### config.mk
export PLATFORM = sky130hd
export DESIGN_NAME = fp_add_sequencer
export DESIGN_NICKNAME = d
export VERILOG_FILES = /design/src/rtl/fp_pkg.sv /design/src/rtl/fp_exp_diff.sv /design/src/rtl/fp_add_sequencer.sv
export SDC_FILE = /design/constraint.sdc
export NUM_CORES = 1
export LEC_CHECK = 0
export ABC_AREA = 1
export BUFFER_PORTS_ARGS = -buffer_cell sky130_fd_sc_hd__buf_4
export CAP_MARGIN = 15
export CORE_MARGIN = 5
export CORE_UTILIZATION = 45
export DETAILED_ROUTE_END_ITERATION = 6
export PLACE_DENSITY = 0.7
export SLEW_MARGIN = 40
export SYNTH_ARGS = -nofsm -noshare
export SYNTH_HDL_FRONTEND = slang
export SYNTH_SLANG_ARGS = --single-unit
### constraint.sdc
create_clock -name clk -period 6.95 [get_ports clk]
set_input_delay 1.0425 -clock clk [delete_from_list [all_inputs] [get_ports clk]]
set_output_delay 1.0425 -clock clk [all_outputs]
set_load 0.005 [all_outputs]
### src/rtl/fp_pkg.sv
// Shared types, constants and helpers for the single-precision add/sub sequencer.
// Latency: n/a (package only).
// Backpressure: n/a (package only).
package fp_pkg;

  typedef struct packed {
    logic        sign;
    logic [7:0]  exp;
    logic [22:0] frac;
  } fp32_t;

  typedef enum logic [2:0] {
    IDLE  = 3'd0,
    CMP   = 3'd1,
    ALIGN = 3'd2,
    ADD   = 3'd3,
    NORM  = 3'd4,
    DONE  = 3'd5
  } fsm_state_t;

  localparam logic [7:0]  FP_EXP_MAX = 8'hFF;
  localparam logic [31:0] FP_QNAN    = 32'h7FC00000;
  localparam int          SIG_W      = 25;

  // Leading-zero count of a 24-bit significand; 24 when the value is zero.
  function automatic logic [4:0] lzc24(input logic [23:0] v);
    logic [4:0] n;
    n = 5'd24;
    for (int i = 0; i < 24; i++) begin
      if (v[i]) n = 5'(23 - i);
    end
    return n;
  endfunction

endpackage

### src/rtl/fp_exp_diff.sv
// Exponent comparator: absolute difference, larger exponent, and which side is larger.
// Latency: combinational, 0 cycles.
// Backpressure: none (pure logic).
module fp_exp_diff (
  input  logic [7:0] exp_a_i,
  input  logic [7:0] exp_b_i,
  output logic [7:0] diff_o,
  output logic [7:0] exp_max_o,
  output logic       a_larger_o
);

  // Strictly-greater flag; on a tie the caller breaks it on the fractions.
  always_comb begin
    a_larger_o = (exp_a_i > exp_b_i);
    if (a_larger_o) begin
      diff_o    = exp_a_i - exp_b_i;
      exp_max_o = exp_a_i;
    end else begin
      diff_o    = exp_b_i - exp_a_i;
      exp_max_o = exp_b_i;
    end
  end

endmodule

### src/rtl/fp_add_sequencer.sv
// Multi-cycle FP32 add/sub: compare, iterative align, add, iterative normalize, truncate.
// Latency: 1 + ceil(shift/ALIGN_STEP) + 1 + norm cycles + 1; specials (FP_ADD_SPECIALS_EN) take 2.
// Backpressure: in_ready only in IDLE; result held in DONE until out_ready.
module fp_add_sequencer
  import fp_pkg::*;
#(
  parameter int ALIGN_STEP = 1,
  parameter int NORM_STEP  = 1
) (
  input  logic        clk,
  input  logic        rst_n,
  input  logic        in_valid,
  output logic        in_ready,
  input  logic [31:0] op_a,
  input  logic [31:0] op_b,
  input  logic        sub,
  output logic        out_valid,
  input  logic        out_ready,
  output logic [31:0] result,
  output logic        overflow,
  output logic        busy
);

  localparam logic [4:0] ASTEP = 5'(ALIGN_STEP);
  localparam logic [4:0] NSTEP = 5'(NORM_STEP);

  fsm_state_t       state_q, state_d;
  fp32_t            a_q, a_d, b_q, b_d;
  logic             sign_x_q, sign_x_d, sign_y_q, sign_y_d;
  logic [SIG_W-1:0] sig_x_q, sig_x_d, sig_y_q, sig_y_d;
  logic [9:0]       exp_q, exp_d;
  logic [4:0]       shift_q, shift_d;
  logic [31:0]      result_q, result_d;
  logic             ovf_q, ovf_d;

  logic [7:0]       diff, exp_max;
  logic             a_larger, swap, finish, special;
  logic [31:0]      spec_res;
  logic [4:0]       lz, align_amt, norm_amt;
  logic [9:0]       fin_exp;
  logic [SIG_W-1:0] sig_sh;

  fp_exp_diff u_exp_diff (
    .exp_a_i   (a_q.exp),
    .exp_b_i   (b_q.exp),
    .diff_o    (diff),
    .exp_max_o (exp_max),
    .a_larger_o(a_larger)
  );

`ifdef FP_ADD_SPECIALS_EN
  // NaN/Inf/zero short-circuit; zero and denormals act as signed zero.
  always_comb begin
    special  = (a_q.exp == FP_EXP_MAX) || (b_q.exp == FP_EXP_MAX) ||
               (a_q.exp == 8'h00) || (b_q.exp == 8'h00);
    spec_res = '0;
    if ((a_q.exp == FP_EXP_MAX && a_q.frac != '0) || (b_q.exp == FP_EXP_MAX && b_q.frac != '0))
      spec_res = FP_QNAN;
    else if (a_q.exp == FP_EXP_MAX && b_q.exp == FP_EXP_MAX)
      spec_res = (a_q.sign != b_q.sign) ? FP_QNAN : a_q;
    else if (a_q.exp == FP_EXP_MAX)
      spec_res = a_q;
    else if (b_q.exp == FP_EXP_MAX)
      spec_res = b_q;
    else if (a_q.exp == 8'h00)
      spec_res = b_q;
    else
      spec_res = a_q;
  end
`else
  assign special  = 1'b0;
  assign spec_res = '0;
`endif

  // State and datapath registers; reset discards any in-flight operation.
  always_ff @(posedge clk or negedge rst_n) begin
    if (!rst_n) begin
      state_q  <= IDLE;
      a_q      <= '0;
      b_q      <= '0;
      sign_x_q <= 1'b0;
      sign_y_q <= 1'b0;
      sig_x_q  <= '0;
      sig_y_q  <= '0;
      exp_q    <= '0;
      shift_q  <= '0;
      result_q <= '0;
      ovf_q    <= 1'b0;
    end else begin
      state_q  <= state_d;
      a_q      <= a_d;
      b_q      <= b_d;
      sign_x_q <= sign_x_d;
      sign_y_q <= sign_y_d;
      sig_x_q  <= sig_x_d;
      sig_y_q  <= sig_y_d;
      exp_q    <= exp_d;
      shift_q  <= shift_d;
      result_q <= result_d;
      ovf_q    <= ovf_d;
    end
  end

  // Next-state and datapath: one stage of work per state per cycle.
  always_comb begin
    state_d   = state_q;
    a_d       = a_q;
    b_d       = b_q;
    sign_x_d  = sign_x_q;
    sign_y_d  = sign_y_q;
    sig_x_d   = sig_x_q;
    sig_y_d   = sig_y_q;
    exp_d     = exp_q;
    shift_d   = shift_q;
    result_d  = result_q;
    ovf_d     = ovf_q;
    swap      = 1'b0;
    finish    = 1'b0;
    fin_exp   = '0;
    sig_sh    = '0;
    lz        = lzc24(sig_x_q[23:0]);
    align_amt = (shift_q < ASTEP) ? shift_q : ASTEP;
    norm_amt  = (lz < NSTEP) ? lz : NSTEP;

    case (state_q)
      IDLE: begin
        if (in_valid) begin
          a_d      = op_a;
          b_d      = op_b;
          b_d.sign = op_b[31] ^ sub;
          state_d  = CMP;
        end
      end
      CMP: begin
        if (special) begin
          result_d = spec_res;
          ovf_d    = 1'b0;
          state_d  = DONE;
        end else begin
          // X is the larger magnitude, so X - Y can never go negative.
          swap = !a_larger && ((diff != 8'd0) || (b_q.frac > a_q.frac));
          if (swap) begin
            sign_x_d = b_q.sign;
            sig_x_d  = {2'b01, b_q.frac};
            sign_y_d = a_q.sign;
            sig_y_d  = {2'b01, a_q.frac};
          end else begin
            sign_x_d = a_q.sign;
            sig_x_d  = {2'b01, a_q.frac};
            sign_y_d = b_q.sign;
            sig_y_d  = {2'b01, b_q.frac};
          end
          exp_d   = {2'b00, exp_max};
          shift_d = (diff > 8'd25) ? 5'd25 : diff[4:0];
          state_d = (diff == 8'd0) ? ADD : ALIGN;
        end
      end
      ALIGN: begin
        sig_y_d = sig_y_q >> align_amt;
        shift_d = shift_q - align_amt;
        if (shift_q == align_amt) state_d = ADD;
      end
      ADD: begin
        sig_x_d = (sign_x_q == sign_y_q) ? (sig_x_q + sig_y_q) : (sig_x_q - sig_y_q);
        state_d = NORM;
      end
      NORM: begin
        if (sig_x_q == '0) begin
          result_d = '0;
          ovf_d    = 1'b0;
          state_d  = DONE;
        end else if (sig_x_q[SIG_W-1]) begin
          fin_exp = exp_q + 10'd1;
          sig_sh  = sig_x_q >> 1;
          finish  = 1'b1;
        end else if (norm_amt != 5'd0 && exp_q <= {5'b0, norm_amt}) begin
          result_d = '0;
          ovf_d    = 1'b0;
          state_d  = DONE;
        end else begin
          fin_exp = exp_q - {5'b0, norm_amt};
          sig_sh  = sig_x_q << norm_amt;
          exp_d   = fin_exp;
          sig_x_d = sig_sh;
          finish  = (norm_amt == lz);
        end
        if (finish) begin
          if (fin_exp >= 10'd255) begin
            ovf_d    = 1'b1;
            result_d = {sign_x_q, FP_EXP_MAX, 23'h0};
          end else begin
            ovf_d    = 1'b0;
            result_d = {sign_x_q, fin_exp[7:0], sig_sh[22:0]};
          end
          state_d = DONE;
        end
      end
      DONE: begin
        if (out_ready) state_d = IDLE;
      end
      default: state_d = IDLE;
    endcase
  end

  assign in_ready  = (state_q == IDLE);
  assign busy      = (state_q != IDLE);
  assign out_valid = (state_q == DONE);
  assign result    = result_q;
  assign overflow  = ovf_q;

endmodule

== After elaboration in Yosys (flattened, before gate mapping) ==
Cells that the tools add are included.
Widths: inputs -> output; s select.

* Bits in latches: 0
* Logic and storage cells: 144
* Memory bits (read-only): 0
* Output and inout port bits: 36
* Input port bits: 69
* Memories: 0
* Flip-flop bits (word level): 167
* RAM bits: 0

* Mux-type cells: 74
* Bitwise gates (word level): 1
* Reduce and logical (&&, ||, !) cells: 20
* Equality and inequality tests: 17
* Shifts and indexed selects: 2
* $mul: 0
* Magnitude comparators: 7
* Divide/modulo/power cells: 0
* Add/sub/neg operators: 7

{| class="wikitable"
|+ Operator list
! cell !! count
|-
| $mux 32 || 4
|-
| $mux 23 || 5
|-
| $mux 25 || 4
|-
| $mux 5 || 19
|-
| $pmux 25 s3 || 1
|-
| $mux 10 || 7
|-
| $pmux 25 s2 || 1
|-
| $mux 4 || 8
|-
| $mux 31 || 1
|-
| $add 25x25->25 || 1
|-
| $logic_not 25->1 || 1
|-
| $shl 25x5->25 || 1
|-
| $shr 25x5->25 || 1
|-
| $sub 25x25->25 || 1
|-
| $gt 23x23->1 || 1
|-
| $mux 3 || 7
|-
| $pmux 10 s2 || 1
|-
| $pmux 3 s6 || 1
|-
| $mux 8 || 2
|-
| $sub 8x8->8 || 2
|-
| $mux 1 || 12
|-
| $add 10x1->10 const B || 1
|-
| $eq 5x5->1 || 2
|-
| $ge 10x8->1 const B || 1
|-
| other kinds (29) || 43
|}

== Logic depth before layout (Yosys ltp) ==
Gate-level depths: netlist (run 1).

* Word-level depth: 35
* Depth in mapped cells: 25
* Gate-level depth less buffers: 25

== Hierarchy ==
Synthesis (run 1) repeated with hierarchy kept, for this count alone.

* Cells, all modules: 1922
* Area total of the unflattened synthesis: 12952.4 um^2

{| class="wikitable"
|+ Modules (own cells, without submodules)
! module !! times used !! cells each !! area an instance (um^2) !! sequential area each (um^2)
|-
| fp_add_sequencer || 1 || 1746 || 11972.7 || 4179.0
|-
| fp_exp_diff || 1 || 176 || 979.7 || 0.0
|}

== Worst setup path before layout (run 1) ==
OpenSTA, ideal clock, no wires.

* Path kind: register -> register
* From: register sig_y_q[2]
* To: register sig_x_q[23]
* Required time: 6.821 ns
* Setup slack: 3.638 ns
* Buffers on the path: 0
* Arrival time: 3.183 ns
* Clock period less this slack: 3.312 ns
* Cell stages (with the launch flop): 24
* Library setup time: 0.129 ns
* Path through: dfrtp_1 nor3_1 nand2_1 nor3_1 nand3_1 nor3_1 nor2_1 a21oi_1 o21ai_0 xor2_1 ha_1 nand2_1 inv_1 nand2_1 nor3_1 nand4_1 nand3_1 nand2_1 nand2_1 nand2_1 nand3_1 o21ai_0 o21ai_0 o21ai_0

* Longest elaborated chain between the ends: 3
* Elaborated cells on any way between the ends: 4
* Classes of those cells: add/sub (2); mux (2)

{| class="wikitable"
|+ Ends and longest elaborated chain
! item !! line !! source
|-
| start: declaration || fp_add_sequencer.sv:30 || <nowiki>logic [SIG_W-1:0] sig_x_q, sig_x_d, sig_y_q, sig_y_d;</nowiki>
|-
| start signal: assignment || fp_add_sequencer.sv:96 || <nowiki>sig_y_q <= sig_y_d;</nowiki>
|-
| $sub 25x25->25 or $add 25x25->25 (tied branches) || fp_add_sequencer.sv:164 || <nowiki>sig_x_d = (sign_x_q == sign_y_q) ? (sig_x_q + sig_y_q) : (sig_x_q - sig_y_q);</nowiki>
|-
| $mux 25 (*) || fp_add_sequencer.sv:164 ||
|-
| $pmux 25 s3 (*) || fp_add_sequencer.sv:125 || <nowiki>case (state_q)</nowiki>
|-
| end signal: assignment || fp_add_sequencer.sv:95 || <nowiki>sig_x_q <= sig_x_d;</nowiki>
|-
| end: declaration || fp_add_sequencer.sv:30 ||
|}

Every way passes the cells marked *; elsewhere a longest branch is shown, timed or not.
A chain may end at the register's enable or synchronous reset.

== Worst setup path after layout (run 1) ==
* From: register sig_y_q[2]
* To: register sig_x_q[22]

The elaborated chain is that of the path after synthesis.

==> metrics, run 1 <==
ys async rst share 100.0%; minimum clock period around 4.2 ns; hold bufs inserted after CTS 0; layout filler cell count between 2000 and 3000; routed vias/inst 5.361; area grow syn2layout 12.82%; initial antenna violation count 0; register area share after synthesis 32.78%; CTS sink count roughly 170; worst-margin pin slew slightly below 0.8 ns; critical-path maximum fanout 5; Max Root-Sink Buffers 2; vias in the first global route ~12000; max-slew violations 0; htree depth 4; run status complete, no violations; GR Layer Usage met3 between 3 and 4%; Root Buffer clkbuf_16; Tcrit/Tclk final about three fifths; CTS resizes 0; fmax around 240 MHz; Post-synth EDFFs 0; Global Route met1 Usage about 36%; Req. time, crit path 7.27 ns; WS Path Type reg2reg; layer carrying the most global-route usage met1; met2 Usage GRT between 30% and 40%; Netlist cell types 48; die area roughly 32000 um2; std cell rows between 60 and 70; Seq cells post-synth approximately 170; gr ovfl total 0; Post-Syn Area ~13000 um2; Port Buf Inserts 104; clock skew around 0.018 ns; Avg Cell Area, Syn 6.675 um2; Core Region 27860 um2; largest net degree at the start of global routing around 110; worst reg2reg path endpoint sig_x_q[22]; Hold Vio Cnt, Final 0; antenna diode count 0; reg-to-reg slack, setup ~2.8 ns; Initial Util 45.77%; sink of the worst hold path result[29]; Vias between 10000 and 15000; dpl cells about 2300; die height approximately 180 um; routed wire length between 30000 and 40000 um; hold path depth 2; setup tns final 0 ns; fin worst setup slack around 2.8 ns; FF-to-FF path depth 21; postcts setup bufs 0; Die Wd between 150 and 200 um; CP arrival about 4.5 ns; first-pass GRT wire length about 59000 um; clk slew on worst S/H paths roughly 0.07 ns; Non-Filler Instances approximately 2400; reg2reg start sig_y_q[2]; CTS tree built; fin util 51.63%; io pins 105; DR iter-0 viols 1137; Ys Warns 0; GPL Wtd Cong roughly 0.97; Worst Hold Class reg2reg; Num CTS Buffers 17; Post-DP HPWL roughly 27000 um; clk_lat worst skew about 0.44 ns; Hold Crit Start result[29]; max cap viols 0; # DRC 0; DRT Pass-1 Iters 6; top_reg_cell synth dfrtp_1; Max-slew headroom a little under half; Routed WL per cell 15.34 um; Synth Instances about 1900; Global Route Usage Sum 22.92%; critical path capture point type flip-flop; Post-Place Setup Slack between 2 and 3 ns; setup violators final 0; Worst setup SP type flip-flop; Final ANT Viol Nets 0; fin nets 2109; RSZ-0062 raised after global routing false; share of cells above drive strength 1 roughly 9%
==> how the worst max path moves through the flow <==
stage,from,to,slack [ns],cells past startpoint
floorplan,sig_y_q[2],sig_x_q[23],3.64,23
global placement,sig_x_q[23],result[23],2.39,18
detailed placement,sig_y_q[2],sig_x_q[22],2.85,21
CTS,sig_y_q[2],sig_x_q[22],2.80,21
global route,sig_y_q[2],sig_x_q[23],2.38,23
finish,sig_y_q[2],sig_x_q[22],2.75,21
==> Yosys cell counts, types with 2 or more instances <==
library cell | number | area [um2]
o21bai_1 | 5 | 37.54
inv_2 | 5 | 18.77
buf_1 | 11 | 41.29
a21oi_2 | 2 | 17.52
buf_6 | 6 | 67.56
nor3_1 | 20 | 100.1
nand4_1 | 45 | 281.5
o22ai_1 | 11 | 68.82
buf_2 | 24 | 120.1
o211ai_1 | 33 | 247.7
or2_2 | 5 | 31.28
xor2_1 | 39 | 341.6
inv_1 | 233 | 874.6
ha_1 | 70 | 875.8
fa_1 | 4 | 80.08
o21ai_1 | 4 | 20.02
nand3_1 | 146 | 730.7
o21ai_0 | 175 | 875.8
nand2_1 | 562 | 2110
a21oi_1 | 110 | 550.5
a31oi_1 | 5 | 31.28
nand2_2 | 7 | 43.79
nor2_2 | 2 | 12.51
xnor2_1 | 3 | 26.28
nor4_1 | 7 | 43.79
clkinv_1 | 3 | 11.26
nor2_1 | 138 | 518.0
a22oi_1 | 4 | 30.03
clkbuf_1 | 38 | 142.6
dfrtp_1 | 167 | 4179
o21a_1 | 2 | 15.01
nand3b_1 | 5 | 37.54
buf_4 | 4 | 30.03
==> through the flow <==
stage                     hold slack [ns]  instance area, um2
after floorplan                    0.4724               12760
after global placement             0.4660               13700
after detailed placement           0.4664               13740
after CTS                          0.4849               14350
after global routing               0.4958               14380
final                              0.4805               14380
==> worst max-delay path: stages (launching register included) <==
cell,delay [ns]
dfrtp_1,0.43
nor3_1,0.26
nand2_1,0.11
nor3_1,0.23
nand3_1,0.13
nor3_1,0.40
nor2_1,0.13
a21oi_1,0.25
o21ai_0,0.18
xor2_1,0.20
ha_1,0.37
nand2_1,0.13
nor4_1,0.48
nand4_1,0.15
nand3_1,0.17
nand2_1,0.08
nand2_1,0.06
o22ai_1,0.06
inv_1,0.07
nand2_1,0.05
nand2_1,0.06
nand2_1,0.06
==> metal layers <==
metal  vias to the layer above  share of wire (%)
li1                       6358                  -
met1                      5769                 50
met2                       468                 42
met3                        40                6.9
met4                         0                1.4
met5                         -                  0
==> placed cells by master (no fill, tap or decap), types with 5 or more instances in the layout <==
cell type  Yosys  routed
a21oi_1      110     110
a31oi_1        5       5
buf_4          4     112
clkbuf_16      0      17
conb_1         1       5
dfrtp_1      167     166
ha_1          70      70
inv_1        233     231
inv_2          5       7
inv_8          0       5
nand2_1      562     561
nand2_2        7       7
nand3_1      146     145
nand3b_1       5       5
nand4_1       45      45
nor2_1       138     136
nor3_1        20      20
nor4_1         7       7
o211ai_1      33      33
o21ai_0      175     175
o21bai_1       5       5
o22ai_1       11      11
or2_2          5       5
xor2_1        39      39
==> logic make-up after synthesis <==
logic type,Yosys count,share of synthesized area [%]
and+or+nand+nor,941,31.03
AOI/OAI and AO/OA,360,15.45
buffers and inverters,324,10.25
DFF,167,32.78
adders and majority gates,74,7.498
xor gates and xnor gates,42,2.885
other,1,0.02941
muxes,1,0.08832
==> final cells by class <==
class | instances | area [um2] | share of cell area (%)
Clock buffer | 18 | 429.2 | 2.984
Tap cell | 378 | 473.0 | 3.288
Sequential cell | 167 | 4180 | 29.06
Clock inverter | 14 | 172.7 | 1.200
Multi-Input combinational cell | 1423 | 7310 | 50.82
Inverter | 241 | 904.6 | 6.289
Timing Repair Buffer | 116 | 914.6 | 6.359
==> state kept, by name, summed over array words and instances, names as in the netlist <==
register,flops
result,32
a_q,32
sig_x_q,25
overflow,1
state_q,3
sign_x_q,1
b_q,32
sig_y_q,25
sign_y_q,1
shift_q,5
exp_q,10
Power of run 1 is left out: the tool's default activity adds up to more than one toggle a clock period on the data nets, which glitch-free logic cannot reach.
==> inputs of run 2 (changes only) <==
--- a/config.mk
+++ b/config.mk
@@ -11,7 +11,7 @@
 export CORE_MARGIN = 5
 export CORE_UTILIZATION = 45
 export DETAILED_ROUTE_END_ITERATION = 6
-export PLACE_DENSITY = 0.7
+export PLACE_DENSITY = 0.72
 export SLEW_MARGIN = 40
 export SYNTH_ARGS = -nofsm -noshare
 export SYNTH_HDL_FRONTEND = slang
==> constraint.sdc (replaced) <==
create_clock -name clk -period 3.6 [get_ports clk]
set_input_delay 0.54 -clock clk [delete_from_list [all_inputs] [get_ports clk]]
set_output_delay 0.54 -clock clk [all_outputs]
set_load 0.005 [all_outputs]
==> run 2 against run 1 <==
  * Register-to-register slack got worse by 2.6 ns
  * Critical path depth unchanged
  * Non-clock buffer count grew 38
  * Clock-buffer cell count unchanged
  * Via count increased by 1.2%
  * Worst setup slack got worse by 2.6 ns
  * Sequential share of layout area decreased by 0.79 points
  * Global-route usage is 0.40 points higher
  * Highest routed layer unchanged
==> metrics, run 2 (synthesis gave the netlist of run 1 again) <==
Max-slew headroom 50.02% (+2.5 points); first-pass GRT wire length 60430 um (+1.7%); Req. time, crit path 3.91 ns (-3.36 ns); routed vias/inst 5.341 (-0.37%); fin nets 2147 (+1.8%); reg2reg start sig_y_q[1]; run status complete, no violations; antenna diode count 0 (unchanged); # DRC 0 (unchanged); RSZ-0062 raised after global routing true; FF-to-FF path depth 21 (unchanged); worst reg2reg path endpoint sig_x_q[23]; WS Path Type reg2reg; largest net degree at the start of global routing 107 (+0.94%); Root Buffer clkbuf_16; CTS tree built; DRT Pass-1 Iters 6 (unchanged); Vias 12790 (+1.2%); GPL Wtd Cong 0.9253 (-4.2%); Num CTS Buffers 17 (unchanged); hold slack 0.08396 ns (-0.3966 ns); Core Region 27860 um2 (unchanged); Worst Hold Class in2async; clock skew 0.01853 ns (+0.0007848 ns); minimum clock period 3.493 ns (-0.7056 ns); gr ovfl total 0 (unchanged); critical-path maximum fanout 4 (-1); Post-DP HPWL 28030 um (+2.7%); CP arrival 3.80 ns (-0.72 ns); commonest non-fill, non-tap cell in the layout nand2_1; most frequent cells in the layout nand2_1, inv_1, dfrtp_1; share of cells above drive strength 1 12.10% (+3.1 points); worst-path cell chain buf_6 -> inv_4 -> ha_4 -> nand4_1 -> nor2_1 -> nand4_1 -> nor3_2 -> nand2_2 -> nand2_2 -> o21ai_0 -> xor2_1 -> ha_1 -> buf_4 -> a21oi_1 -> o21bai_1 -> a21oi_1 -> nand3_1 -> nand3_1 -> o21ai_1 -> o21ai_1 -> o21ai_1; clk slew on worst S/H paths 0.08 ns (about the same); CTS sink count 167 (unchanged); Global Route Usage Sum 23.32% (+0.40 points); area grow syn2layout 15.95%; Worst setup SP type flip-flop; fmax 286.3 MHz (+20%); setup violators final 0 (unchanged); clk_lat worst skew 0.45 ns (about the same); reg-to-reg slack, setup 0.11 ns (-2.64 ns); htree depth 4 (unchanged); Initial Util 45.77% (unchanged); critical path capture point type flip-flop; routed wire length 36650 um (+1.3%); Max Root-Sink Buffers 2 (unchanged); io pins 105 (unchanged); setup tns final 0 ns (unchanged); std cell rows 61 (unchanged); die area 31800 um2 (unchanged); Crit-path slowest cell dfrtp_1; Tcrit/Tclk final 97.03% (+37 points); worst-margin pin slew 0.7451 ns (-0.04041 ns); max cap viols 0 (unchanged); Port Buf Inserts 104 (unchanged); Die Wd 178.3 um (unchanged); die height 178.3 um (unchanged); DR iter-0 viols 1114 (-2.0%); Hold Vio Cnt, Final 0 (unchanged); max-slew violations 0 (unchanged); initial antenna violation count 0 (unchanged); Routed WL per cell 15.30 um (-0.26%); vias in the first global route 11810 (+1.8%); Critical Path Max Stage Delay 0.42 ns (-0.06 ns); Final ANT Viol Nets 0 (unchanged); cell mode on critical path o21ai_1
run 2: cell count changes in the layout (fill, tap and decap cells not counted), sizes merged:
cell,change
buf,+38
clkinv,-2
inv,-1
clkinvlp,+3
run 2: worst max path at each step:
stage / startpoint / to
final: sig_y_q[1] / sig_x_q[23]
after CTS: sig_y_q[1] / sig_x_q[23]
after global placement: sig_y_q[2] / sig_x_q[23]
after global routing: sig_y_q[2] / sig_x_q[21]
after detailed placement: sig_y_q[2] / sig_x_q[23]
after floorplan: sig_y_q[2] / sig_x_q[23]
run 2: final cells by class:
type / instances / area [um2]
tap: 378 / 473.0
clock inverter: 14 / 150.1
clock buffer: 18 / 439.2
sequential: 167 / 4179
fill: 2754 / 13080
timing repair buffer: 154 / 1209
multi-input combinational: 1423 / 7420
inverter: 241 / 913.4
run 2: repair_timing:
action,CTS,global route
setup endpoints to repair,3,57
gates resized for setup,3,47
endpoints found under the hold margin,0,0
setup buffers,1,7
pin swaps,1,17
hold buffers,0,0
run 2: through the flow:
stage	setup slack, ns	cells	cell area [um2]	utilization [%]
final	0.1070	2395	14780	53.07
after global routing	-0.1054	2395	14780	53.07
after CTS	0.04742	2388	14590	52.38
after detailed placement	-0.07464	2355	13980	50.19
after global placement	0.01836	2355	13980	50.19
after floorplan	0.2878	1914	12760	-
run 2: layer usage:
layer	wire (um)	up-vias	GRT usage [%]	part of all wire, %
li1	-	6439	-	-
met1	18040	5890	36.79	49
met2	15420	430	33.89	42
met3	2708	32	3.243	7.4
met4	484	0	4.701	1.3
met5	0	-	0	0
run 2: critical path, delay by kind of cell (launching register included):
kind                     cells  cell delay (ns)
AND/OR/NAND/NOR              8             1.05
adder cells (fa/ha/maj)      2             0.50
AO/OA/AOI/OAI                7             0.86
flip-flops                   1             0.42
buffers and inverters        3             0.34
XOR/XNOR                     1             0.17
Power of run 2 is left out for the same reason.
==> inputs of run 3 (changes only) <==
--- a/config.mk
+++ b/config.mk
@@ -6,12 +6,14 @@
 export NUM_CORES = 1
 export LEC_CHECK = 0
 export ABC_AREA = 1
+export ABC_CLOCK_PERIOD_IN_PS = 3600
 export BUFFER_PORTS_ARGS = -buffer_cell sky130_fd_sc_hd__buf_4
 export CAP_MARGIN = 15
 export CORE_MARGIN = 5
 export CORE_UTILIZATION = 45
 export DETAILED_ROUTE_END_ITERATION = 6
-export PLACE_DENSITY = 0.72
+export PLACE_DENSITY = 0.65
+export SETUP_SLACK_MARGIN = 0.1
 export SLEW_MARGIN = 40
 export SYNTH_ARGS = -nofsm -noshare
 export SYNTH_HDL_FRONTEND = slang
==> run 3 against run 2 <==
  * Sequential cell count is the same
  * Largest cell class unchanged
  * Critical path type unchanged
  * Register-to-register slack gained 0.03 ns
  * Non-clock buffer count grew 9
  * First-iteration DRC count grew 12%
  * The flow now finishes with violations (hold timing)
==> metrics, run 3 (synthesis gave the netlist of run 1 again) <==
routed wire length 37420 um (+2.1%); Max-slew headroom 47.43% (-2.6 points); RSZ-0062 raised after global routing true; Placed Area 14030 um2 (+0.35%); Die Wd 178.3 um (unchanged); Req. time, crit path 3.93 ns (+0.02 ns); DRT Pass-1 Iters 6 (unchanged); Global Route Usage Sum 23.66% (+0.34 points); vias in the first global route 11850 (+0.29%); clock skew 0.01665 ns (-0.001881 ns); critical-path maximum fanout 5 (+1); CTS tree built; Worst setup SP type flip-flop; CTS sink count 167 (unchanged); clk slew on worst S/H paths 0.07 ns (about the same); most frequent cells in the layout nand2_1, inv_1, dfrtp_1; minimum clock period 3.467 ns (-0.02638 ns); Port Buf Inserts 104 (unchanged); critical path capture point type flip-flop; commonest non-fill, non-tap cell in the layout nand2_1; GPL Wtd Cong 0.9221 (-0.35%); area grow syn2layout 18.20%; Routed WL per cell 15.57 um (+1.7%); antenna diode count 0 (unchanged); Worst Hold Class in2async; fmax 288.5 MHz (+0.76%); run status finished, violations left; failing checks hold timing; die height 178.3 um (unchanged); Initial Util 45.77% (unchanged); Vias 12780 (-0.12%); std cell rows 61 (unchanged); htree depth 4 (unchanged); Critical Path Max Stage Delay 0.42 ns (about the same); DR iter-0 viols 1247 (+12%); setup tns final 0 ns (unchanged); fin area 15070 um2 (+1.9%); Post-DP HPWL 28470 um (+1.5%); Num CTS Buffers 17 (unchanged); cell mode on critical path nand2_1; worst-margin pin slew 0.7837 ns (+0.03860 ns); layout filler cell count 2813 (+2.1%); initial antenna violation count 0 (unchanged); WS Path Type reg2reg; fin nets 2156 (+0.42%); max-slew violations 0 (unchanged); Core Region 27860 um2 (unchanged); routed vias/inst 5.314 (-0.49%); WP buf/inv 2 (-1); Final ANT Viol Nets 0 (unchanged); worst-path cell chain nor3_2 -> nand2_1 -> nor3_2 -> nand3_1 -> nor3_2 -> buf_4 -> nand3b_1 -> nand2_1 -> xor2_2 -> ha_1 -> a21oi_1 -> o21ai_1 -> a31oi_1 -> nand3_2 -> o21ai_0 -> o21ai_0 -> inv_1 -> nand2_1 -> nand2_1 -> nand2_1; Hold Vio Cnt, Final 9 (+9); # DRC 0 (unchanged); cell family with most CP delay simple AND/OR/NAND/NOR gates; largest net degree at the start of global routing 94 (-12%); first-pass GRT wire length 60690 um (+0.42%); Crit-path slowest cell dfrtp_1; Max Root-Sink Buffers 2 (unchanged); die area 31800 um2 (unchanged); share of cells above drive strength 1 13.23% (+1.1 points); CP arrival 3.80 ns (about the same); setup violators final 0 (unchanged); clk_lat worst skew 0.45 ns (about the same); io pins 105 (unchanged); hold slack -0.01910 ns (-0.1031 ns); max cap viols 0 (unchanged); Tcrit/Tclk final 96.30% (-0.73 points); gr ovfl total 0 (unchanged); Root Buffer clkbuf_16
-- run 3: path summary, 6_finish.rpt --
check | slack [ns] | endpoint | start | cells past startpoint
setup / recovery | 0.13 | sig_x_q[20] | sig_y_q[0] | 20
hold / removal | -0.02 | overflow | rst_n | 1
setup reg to reg | 0.13 | sig_x_q[20] | sig_y_q[0] | 20
hold reg to reg | 0.48 | result[1] | result[1] | 2
max in group asynchronous | 2.71 | sig_y_q[1] | rst_n | 3
min in group clk | 0.30 | a_q[26] | op_a[26] | 3
-- run 3: per-layer routing --
metal | routed length, um | up-vias | GRT usage [%]
met5 | 0 | - | 0
met1 | 19000 | 5949 | 36.58
met4 | 472 | 0 | 5.277
met3 | 2071 | 32 | 3.137
met2 | 15880 | 339 | 35.15
li1 | - | 6456 | -
-- run 3: metrics by stage --
stage	hold WS, ns	instances	setup slack (ns)	utilization, %
6_report	-0.01910	2404	0.1334	54.10
5_1_grt	0.002207	2404	-0.1377	54.10
4_1_cts	0.1491	2394	0.1344	52.89
3_5_place_dp	0.4682	2361	-0.09369	50.36
3_3_place_gp	0.4650	2361	0.005995	50.35
2_1_floorplan	0.2444	1914	0.2878	-
-- run 3: worst register-to-register path: cells and delay by family (launching register included) --
family | cells | cell delay (ns)
buf+inv | 2 | 0.23
fa+ha+maj | 1 | 0.30
flops | 1 | 0.42
simple gates | 11 | 1.41
xor+xnor | 1 | 0.19
compound gates | 5 | 0.82
-- run 3: what timing repair did --
action | 4_1_cts | 5_1_grt
setup buffers | 1 | 8
pin swaps | 1 | 33
hold buffers | 0 | 0
endpoints found under the hold margin | 0 | 0
gates cloned | 0 | 0
resized for setup | 8 | 63
setup endpoints to repair | 10 | 46
-- run 3: layout make-up --
cell class | instances | area [um2] | area share [%]
Timing Repair Buffer | 163 | 1308 | 8.676
Tap cell | 378 | 473.0 | 3.138
Multi-Input combinational cell | 1423 | 7542 | 50.05
Clock inverter | 15 | 236.5 | 1.569
Inverter | 241 | 907.1 | 6.019
Sequential cell | 167 | 4179 | 27.73
Clock buffer | 17 | 425.4 | 2.823
Power of run 3 is left out for the same reason.
